## src/rtl/video_timing_gen.sv

```systemverilog
// Raster timing source: pixel/line/frame counters plus sync, blank, burst
// and end-of-line/frame strobes, all registered and aligned to the counters.
module video_timing_gen #(
    parameter int C_H_TOT = 394,
    parameter int C_H_ACT = 320,
    parameter int C_HS_ST = 328,
    parameter int C_HS_W  = 29,
    parameter int C_BU_ST = 362,
    parameter int C_BU_W  = 15,
    parameter int C_V_TOT = 263,
    parameter int C_V_ACT = 240,
    parameter int C_VS_ST = 243,
    parameter int C_VS_W  = 3
) (
    input  logic       CK_i,
    input  logic       RST_i,
    input  logic       CK_EE_i,
    input  logic       RESYNC_i,
    output logic [8:0] HCTRs_o,
    output logic [8:0] VCTRs_o,
    output logic       ACTIVE_o,
    output logic       HSYNC_o,
    output logic       VSYNC_o,
    output logic       CSYNC_o,
    output logic       BURST_o,
    output logic       LINE_END_o,
    output logic       FRAME_END_o,
    output logic [7:0] FRAME_CTRs_o
);

    // Window bounds are 10 bits so a start+width of exactly 512 cannot wrap.
    localparam logic [8:0] L_H_LAST = 9'(C_H_TOT - 1);
    localparam logic [8:0] L_V_LAST = 9'(C_V_TOT - 1);
    localparam logic [9:0] L_H_ACT  = 10'(C_H_ACT);
    localparam logic [9:0] L_V_ACT  = 10'(C_V_ACT);
    localparam logic [9:0] L_HS_ST  = 10'(C_HS_ST);
    localparam logic [9:0] L_HS_END = 10'(C_HS_ST + C_HS_W);
    localparam logic [9:0] L_BU_ST  = 10'(C_BU_ST);
    localparam logic [9:0] L_BU_END = 10'(C_BU_ST + C_BU_W);
    localparam logic [9:0] L_VS_ST  = 10'(C_VS_ST);
    localparam logic [9:0] L_VS_END = 10'(C_VS_ST + C_VS_W);

    logic [8:0] r_hctr;
    logic [8:0] r_vctr;
    logic [7:0] r_frame;
    logic       r_active;
    logic       r_hsync;
    logic       r_vsync;
    logic       r_csync;
    logic       r_burst;
    logic       r_line_end;
    logic       r_frame_end;

    logic       w_h_wrap;
    logic       w_v_wrap;
    logic [8:0] w_h_nxt;
    logic [8:0] w_v_nxt;
    logic [7:0] w_f_nxt;
    logic [9:0] w_h_x;
    logic [9:0] w_v_x;
    logic       w_active;
    logic       w_hsync;
    logic       w_vsync;
    logic       w_burst;
    logic       w_line_end;
    logic       w_frame_end;

    assign w_h_wrap = (r_hctr == L_H_LAST);
    assign w_v_wrap = (r_vctr == L_V_LAST);

    always_comb begin
        w_h_nxt = r_hctr;
        w_v_nxt = r_vctr;
        w_f_nxt = r_frame;
        if (RESYNC_i) begin
            // Restart the raster without counting a frame, even at the natural wrap.
            w_h_nxt = '0;
            w_v_nxt = '0;
        end else if (w_h_wrap) begin
            w_h_nxt = '0;
            if (w_v_wrap) begin
                w_v_nxt = '0;
                w_f_nxt = r_frame + 8'd1;
            end else begin
                w_v_nxt = r_vctr + 9'd1;
            end
        end else begin
            w_h_nxt = r_hctr + 9'd1;
        end
    end

    // Flags decode the next counter values so they land in the same cycle as the counters.
    assign w_h_x       = {1'b0, w_h_nxt};
    assign w_v_x       = {1'b0, w_v_nxt};
    assign w_active    = (w_h_x < L_H_ACT) && (w_v_x < L_V_ACT);
    assign w_hsync     = (w_h_x >= L_HS_ST) && (w_h_x < L_HS_END);
    assign w_vsync     = (w_v_x >= L_VS_ST) && (w_v_x < L_VS_END);
    assign w_burst     = (w_h_x >= L_BU_ST) && (w_h_x < L_BU_END) && !w_vsync;
    assign w_line_end  = (w_h_nxt == L_H_LAST);
    assign w_frame_end = w_line_end && (w_v_nxt == L_V_LAST);

    always_ff @(posedge CK_i) begin
        if (RST_i) begin
            r_hctr      <= '0;
            r_vctr      <= '0;
            r_frame     <= '0;
            r_active    <= 1'b1;
            r_hsync     <= 1'b0;
            r_vsync     <= 1'b0;
            r_csync     <= 1'b0;
            r_burst     <= 1'b0;
            r_line_end  <= 1'b0;
            r_frame_end <= 1'b0;
        end else if (CK_EE_i) begin
            r_hctr      <= w_h_nxt;
            r_vctr      <= w_v_nxt;
            r_frame     <= w_f_nxt;
            r_active    <= w_active;
            r_hsync     <= w_hsync;
            r_vsync     <= w_vsync;
            r_csync     <= w_hsync ^ w_vsync;
            r_burst     <= w_burst;
            r_line_end  <= w_line_end;
            r_frame_end <= w_frame_end;
        end
    end

    assign HCTRs_o      = r_hctr;
    assign VCTRs_o      = r_vctr;
    assign FRAME_CTRs_o = r_frame;
    assign ACTIVE_o     = r_active;
    assign HSYNC_o      = r_hsync;
    assign VSYNC_o      = r_vsync;
    assign CSYNC_o      = r_csync;
    assign BURST_o      = r_burst;
    assign LINE_END_o   = r_line_end;
    assign FRAME_END_o  = r_frame_end;

endmodule

```

## config.mk

```make
export PLATFORM = sky130hd
export DESIGN_NAME = video_timing_gen
export DESIGN_NICKNAME = d
export VERILOG_FILES = /design/src/rtl/video_timing_gen.sv
export SDC_FILE = /design/constraint.sdc
export NUM_CORES = 1
export LEC_CHECK = 0
export ABC_CLOCK_PERIOD_IN_PS = 3200
export BUFFER_PORTS_ARGS = -buffer_cell sky130_fd_sc_hd__buf_4
export CORE_ASPECT_RATIO = 0.8
export CORE_UTILIZATION = 53
export DETAILED_ROUTE_END_ITERATION = 12
export GPL_TIMING_DRIVEN = 0
export PLACE_DENSITY = 0.85
export SETUP_SLACK_MARGIN = 0.02
export SLEW_MARGIN = 20
export SYNTH_ARGS = -nofsm -noshare
export SYNTH_HDL_FRONTEND = slang
export SYNTH_SLANG_ARGS = --single-unit
```

## constraint.sdc

```tcl
create_clock -name CK_i -period 3.2 [get_ports CK_i]
set_input_delay 0.16 -clock CK_i [delete_from_list [all_inputs] [get_ports CK_i]]
set_output_delay 0.16 -clock CK_i [all_outputs]
set_load 0.005 [all_outputs]
```

After elaboration in Yosys (flattened, before gate mapping):

Index checks and enable logic that the tools add are counted.

* bits of input ports: 4
* ROM bits: 0
* memories: 0
* bits in latches: 0
* memory bits (writable): 0
* flip-flop bits (word level): 33
* word-level logic and storage cells: 40

* $mul: 0
* multiplexer cells: 5
* shift operators: 0
* reductions and logical operators: 8
* equality and inequality tests: 4
* divide/modulo/power cells: 0
* order comparisons: 8
* bitwise operators: 2
* add/sub/neg operators: 3

Operators by type and width (number)
* $mux 9: 5
* $eq 9x9->1 const B: 4
* $lt 9x9->1 const B: 3
* $add 9x1->9 const B: 2
* $ge 9x9->1 const B: 2
* $lt 9x8->1 const B: 2
* $ge 9x8->1 const B: 1
* $add 8x1->8 const B: 1
* $logic_and 1x1->1: 6
* $reduce_and 4->1: 1
* $logic_not 1->1: 1
* $not 1->1: 1
* $xor 1x1->1: 1

Longest topological paths before layout:

Gate-level depths: netlist of the first run.

* depth in word-level cells: 8
* gate-level depth with buffers: 9
* mapped depth without buffers: 8

Worst setup path after synthesis of the first run:

No wires, ideal clock.

* path type: reg2reg
* start point: register r_hctr[0] (netlist: HCTRs_o[0])
* end point: register r_csync (netlist: CSYNC_o)
* setup time: 129 ps
* stages on the path, launching flop included: 9
* path slack: 889 ps
* path buffers: 1
* data arrival time: 2182 ps
* path through: dfxtp_1 -> ha_1 -> and2_1 -> clkbuf_1 -> and2_1 -> xnor2_1 -> or4_1 -> o41ai_1 -> a31oi_1

* word-level cells in the longest chain between the ends: 6
* elaborated cells on any way between the ends: 13
* those cells by class: 1 x add/sub; 4 x order compare; 1 x eq/ne; 4 x mux; 1 x bitwise; 2 x reduce/logical

Ends and longest elaborated chain
* start, declared: RTL line 43 `logic [8:0] r_hctr;`
* start signal, assigned: RTL line 115 `r_hctr <= w_h_nxt;`
* $add 9x1->9 or $eq 9x9->1 (tied branches): RTL line 88, 68
* $mux 9: RTL line 79 `end else if (w_h_wrap) begin`
* $mux 9: RTL line 75 `if (RESYNC_i) begin`
* $ge 9x9->1 (tied with other cells): RTL line 96 `assign w_hsync = (w_h_x >= L_HS_ST) && (w_h_x < L_HS_END);`
* $logic_and 1x1->1 (on tied branches): RTL line 96, 97
* $xor 1x1->1 *: RTL line 121 `r_csync <= w_hsync ^ w_vsync;`
* end signal, assigned: RTL line 121
* end, declared: RTL line 49 `logic r_csync;`

Mark *: on every way between the ends. The rest lies on a longest branch, timed or not.
A chain may end at the register's enable or synchronous reset.

Worst setup path in the final report of the first run:

Ends and elaborated chain as after synthesis.

==> flow_summary.toml, run 1 <==
[pwr]
switching_share = 0.227
p_int_mw = 0.681
p_sw_mw = 0.200
peakVddDrop_v = 0.000248
leakage_nw = 1.04
p_seq_frac = 0.472
finalPower_mw = 0.881
combPwrFrac = 0.058
clock_power_share = 0.470
p_per_area_nw_per_um2 = 331

[sta]
setup_tns_ns = 0
tightest_slew_ns = 0.636
skew_ns = 0.00908
whs_ns = 0.237
hold_violations = 0
max_freq_mhz = 344
maxSlewHeadroom = 0.574
rsz0062_at_grt = "false"
setup_slack_ns = 0.294
fin_crit_ns = 2.91
slew_violations = 0
setup_viol = 0
post-route-period-util = 0.908

[yosys]
synth_commonest_cells = "nor2_1 (38), dfxtp_1 (33), a21oi_1 (28), nand2_1 (25), o21ai_0 (15)"
synth_top_cells_by_area = "dfxtp_1 (30%), nor2_1 (6.4%), a21oi_1 (6.3%)"
synth_cells = 285
yosys_register_bits = 33
synth-edff-count = 0
synth_nets = 294
synth_cell_types = 52
synth_top_area_share = 0.297
synthesis.area_um2 = 2220
synth_ff_type = "dfxtp_1"
seq_area_frac_synth = 0.297
syn_avg_cell_area_um2 = 7.79
synth_largest_area_cell = "dfxtp_1"
post-synth-top-count-cell = "nor2_1"
synth-async-reset-ratio = 0
ys_warn_count = 0

[finish]
area_growth_pct = 20.0
final_cell_area_um2 = 2670
fillers = 342
antenna_cells = 0
fin_util = 0.683
drive_gt1_frac = 0.199
layout.cells.non_filler = 382
final_nets = 335

[floorplan]
coreArea_um2 = 3900
die_h_um = 59.9
num_io_pins = 37
rows = 20
start_util = 0.569
dieWidth_um = 74.4
dieArea_um2 = 4460

[clocking]
clockBufferDepth = 2
cts_buffers = 5
cts_tree = "built"
numClockSinks = 33
root_buffer = "clkbuf_8"
post_cts_buffers = 0
cts.clk_slew.worst_paths_ns = 0.08
ctsHoldBuffers = 0
cts_max_level = 2
cts_resized = 0
clock_latency_ns = 0.29

[critical_path]
critPathKind = "reg -> reg"
crit_fanout = 10
start_kind = "register"
required_ns = 3.35
crit_path_end_kind = "register"
worstPathArrival_ns = 3.06
timing.reg2reg.worst_path_depth = 8

[global_routing]
grt_pass1_vias = 2068
overflow = 0
grt_max_degree = 12
grt_usage = 0.290
antenna_found_initial = 0
grt_pass1_wl_mm = 9.65

[place]
port_buffers = 34
place_ws_ns = 0.485
hpwl_mm = 4.24
dpl_cell_area_um2 = 2540
placed_cells = 374
gp_congestion = 0.938

[worst_hold_path]
whs_path_depth = 4
worstHoldPathType = "in -> reg"

[routing]
route.detailed.drc = 0
drtAntennaViolNets = 0
wl_per_cell_um = 16.0
viasPerCell = 6.25
vias = 2386
drtIter0Drc = 276
routed_wl_mm = 6.11
drt_pass1_iterations = 5

[outcome]
outcome = "finished, final reports clean"

[flow_run]
maxCapViolCount = 0
## power by group through the flow
| stage | Clock (mW) | Combinational (mW) | Sequential (mW) |
|---|---|---|---|
| after floorplan | 0 | 0.0321 | 0.424 |
| after global placement | 0 | 0.0477 | 0.425 |
| after detailed placement | 0 | 0.0484 | 0.425 |
| after CTS | 0.418 | 0.0493 | 0.415 |
| after global routing | 0.441 | 0.0543 | 0.416 |
| final | 0.414 | 0.0513 | 0.415 |
## routing by layer
layer	global-route usage	routed length, um	up-vias
li1	-	-	1108
met1	0.399	2590	1091
met2	0.454	2720	160
met3	0.0641	642	27
met4	0.0889	152	0
met5	0	0	-
## worst paths after layout
check	from	endpoint	slack [ns]
max reg2reg	HCTRs_o[0]	CSYNC_o	0.29
min reg2reg	BURST_o	BURST_o	0.47
min	CK_EE_i	HCTRs_o[6]	0.24
max	HCTRs_o[0]	CSYNC_o	0.29
## placed cells by master, fill, tap and decap left out, drive strengths merged, types with 9 or more instances in the layout
| master | n |
|---|---|
| a21oi | 28 |
| nor2 | 38 |
| dfxtp | 33 |
| nand2 | 25 |
| o21ai | 15 |
| clkbuf | 17 |
| nor3 | 11 |
| nand4 | 9 |
| xor2 | 9 |
| buf | 42 |
## cells by family after synthesis
kind of cell,share of synthesized area
buffers and inverters,0.0659
XOR/XNOR,0.0631
AO/OA/AOI/OAI,0.180
adder cells (fa/ha/maj),0.0282
AND/OR/NAND/NOR,0.330
flip-flops,0.297
multiplexers,0.0361
## layout make-up
cell class,count,area (um2),share of cell area
Timing Repair Buffer,34,255,0.0958
Buffer,19,116,0.0437
Tap cell,55,68.8,0.0258
Inverter,8,30.0,0.0113
Multi-Input combinational cell,225,1410,0.531
Clock inverter,2,37.5,0.0141
Sequential cell,33,661,0.248
Clock buffer,6,82.6,0.0310
## worst max-delay path, cell delays in order, from the launching register on
cell      delay (ns)
dfxtp_1         0.53
ha_1            0.36
and2_1          0.16
clkbuf_1        0.28
and2_1          0.27
xnor2_1         0.10
or4_1           0.48
o41ai_1         0.50
a31oi_1         0.07
## registers in the layout, indices dropped and copies added (netlist names)
register / count
HCTRs_o: 9
VCTRs_o: 9
FRAME_CTRs_o: 8
ACTIVE_o: 1
BURST_o: 1
CSYNC_o: 1
FRAME_END_o: 1
HSYNC_o: 1
LINE_END_o: 1
VSYNC_o: 1
No activity file was read; power rests on OpenSTA's default activity.
==> run 2, diff against run 1 <==
- ABC_CLOCK_PERIOD_IN_PS: 3200 -> 3700
- MAX_ROUTING_LAYER: not set -> met4
- clock period: 3.2 -> 3.7 ns (I/O delays scaled with it)
==> run 2 against run 1 <==
Against the previous run:
- wire length decreased by 0.49%
- first-iteration DRC count increased by 8.7%
- critical path depth unchanged
- clock-buffer cell count unchanged
- via count is 0.75% lower
- final cell count did not move
- worst setup slack improved by 0.49 ns
- power is 14% lower
- sequential share of layout area is the same
- combinational power fell by 14%
- register-to-register slack improved by 0.49 ns
- largest cell class unchanged
==> flow_summary.toml, run 2 (synthesis gave the netlist of run 1 again) <==
[global_routing]
antenna_found_initial = 0
grt_usage = 0.299
grt_pass1_wl_mm = 9.67
grt_pass1_vias = 2064
overflow = 0
grt_max_degree = 12

[critical_path]
critPathKind = "reg -> reg"
start_kind = "register"
reg2reg_slack_ns = 0.78
crit_path_end_kind = "register"
required_ns = 3.85
worstPathArrival_ns = 3.07
crit_fanout = 10

[routing]
vias = 2368
drt_pass1_iterations = 7
viasPerCell = 6.20
wl_per_cell_um = 15.9
drtIter0Drc = 300
drtAntennaViolNets = 0
routed_wl_mm = 6.08
route.detailed.drc = 0

[sta]
tightest_slew_ns = 0.609
hold_violations = 0
setup_slack_ns = 0.784
max_freq_mhz = 343
fin_crit_ns = 2.92
setup_viol = 0
maxSlewHeadroom = 0.592
whs_ns = 0.256
skew_ns = 0.00952
slew_violations = 0
setup_tns_ns = 0
rsz0062_at_grt = "false"
post-route-period-util = 0.788

[place]
gp_congestion = 0.955
port_buffers = 34
hpwl_mm = 4.24
place_ws_ns = 0.985

[finish]
layout_commonest_cell = "nor2_1"
layout_common_cells = "nor2_1 (38), buf_4 (35), dfxtp_1 (33), a21oi_1 (28), nand2_1 (25)"
ff_latch_area_um2 = 661
fin_util = 0.683
multi_input_area_um2 = 1410
antenna_cells = 0
area_growth_pct = 20.0
drive_gt1_frac = 0.199
fillers = 342
final_nets = 335

[pwr]
leakage_nw = 1.04
peakVddDrop_v = 0.000215
p_per_area_nw_per_um2 = 285

[clocking]
cts_max_level = 2
cts.clk_slew.worst_paths_ns = 0.08
clock_latency_ns = 0.29
ctsHoldBuffers = 0
cts_tree = "built"
post_cts_buffers = 0
clockBufferDepth = 2
root_buffer = "clkbuf_8"
cts_resized = 0
cts_buffers = 5
numClockSinks = 33

[floorplan]
coreArea_um2 = 3900
start_util = 0.569
dieWidth_um = 74.4
die_h_um = 59.9
num_io_pins = 37
dieArea_um2 = 4460
rows = 20

[flow_run]
maxCapViolCount = 0

[worst_hold_path]
worstHoldPathType = "in -> reg"

[outcome]
outcome = "finished, final reports clean"
==> run 2: stage by stage <==
stage               cells  total power [mW]  instance area [um2]
finish                382             0.761                 2670
global route          382             0.788                 2670
CTS                   382             0.763                 2670
detailed placement    374             0.409                 2540
global placement      374             0.409                 2540
floorplan             285             0.395                 2220
==> run 2: area by class of cell <==
type,count,share of cell area
timing repair buffer,34,0.0958
clock buffer,6,0.0310
multi-input combinational,225,0.531
sequential,33,0.248
tap,55,0.0258
buffer,19,0.0437
clock inverter,2,0.0141
inverter,8,0.0113
==> run 2: layer usage <==
layer	routed length, um	global-route usage	up-vias	share of wire
met1	2600	0.404	1077	0.43
met5	0	-	-	0
met4	157	0.0889	0	0.026
met3	587	0.0590	27	0.097
met2	2740	0.453	157	0.45
li1	-	-	1107	-
==> run 2: report_power, final <==
part	internal, mW	leakage [nW]	switching (mW)
clock network	0.219	0.0574	0.139
registers	0.356	0.266	0.00292
logic	0.0139	0.716	0.0300
total	0.589	1.04	0.171
==> run 2: path summary, 6_finish.rpt <==
| path | cells after the start | endpoint | start |
|---|---|---|---|
| worst max-delay path | 8 | CSYNC_o | HCTRs_o[0] |
| worst min register to register | 2 | BURST_o | BURST_o |
| worst max register to register | 8 | CSYNC_o | HCTRs_o[0] |
| worst min-delay path | 4 | HCTRs_o[6] | CK_EE_i |
==> run 2: critical path, stage by stage (launching register included) <==
cell and delay (ns):
dfxtp_1 0.54, ha_1 0.37, and2_1 0.17, clkbuf_1 0.28
and2_1 0.28, xnor2_1 0.10, or4_1 0.48, o41ai_1 0.49
a31oi_1 0.07
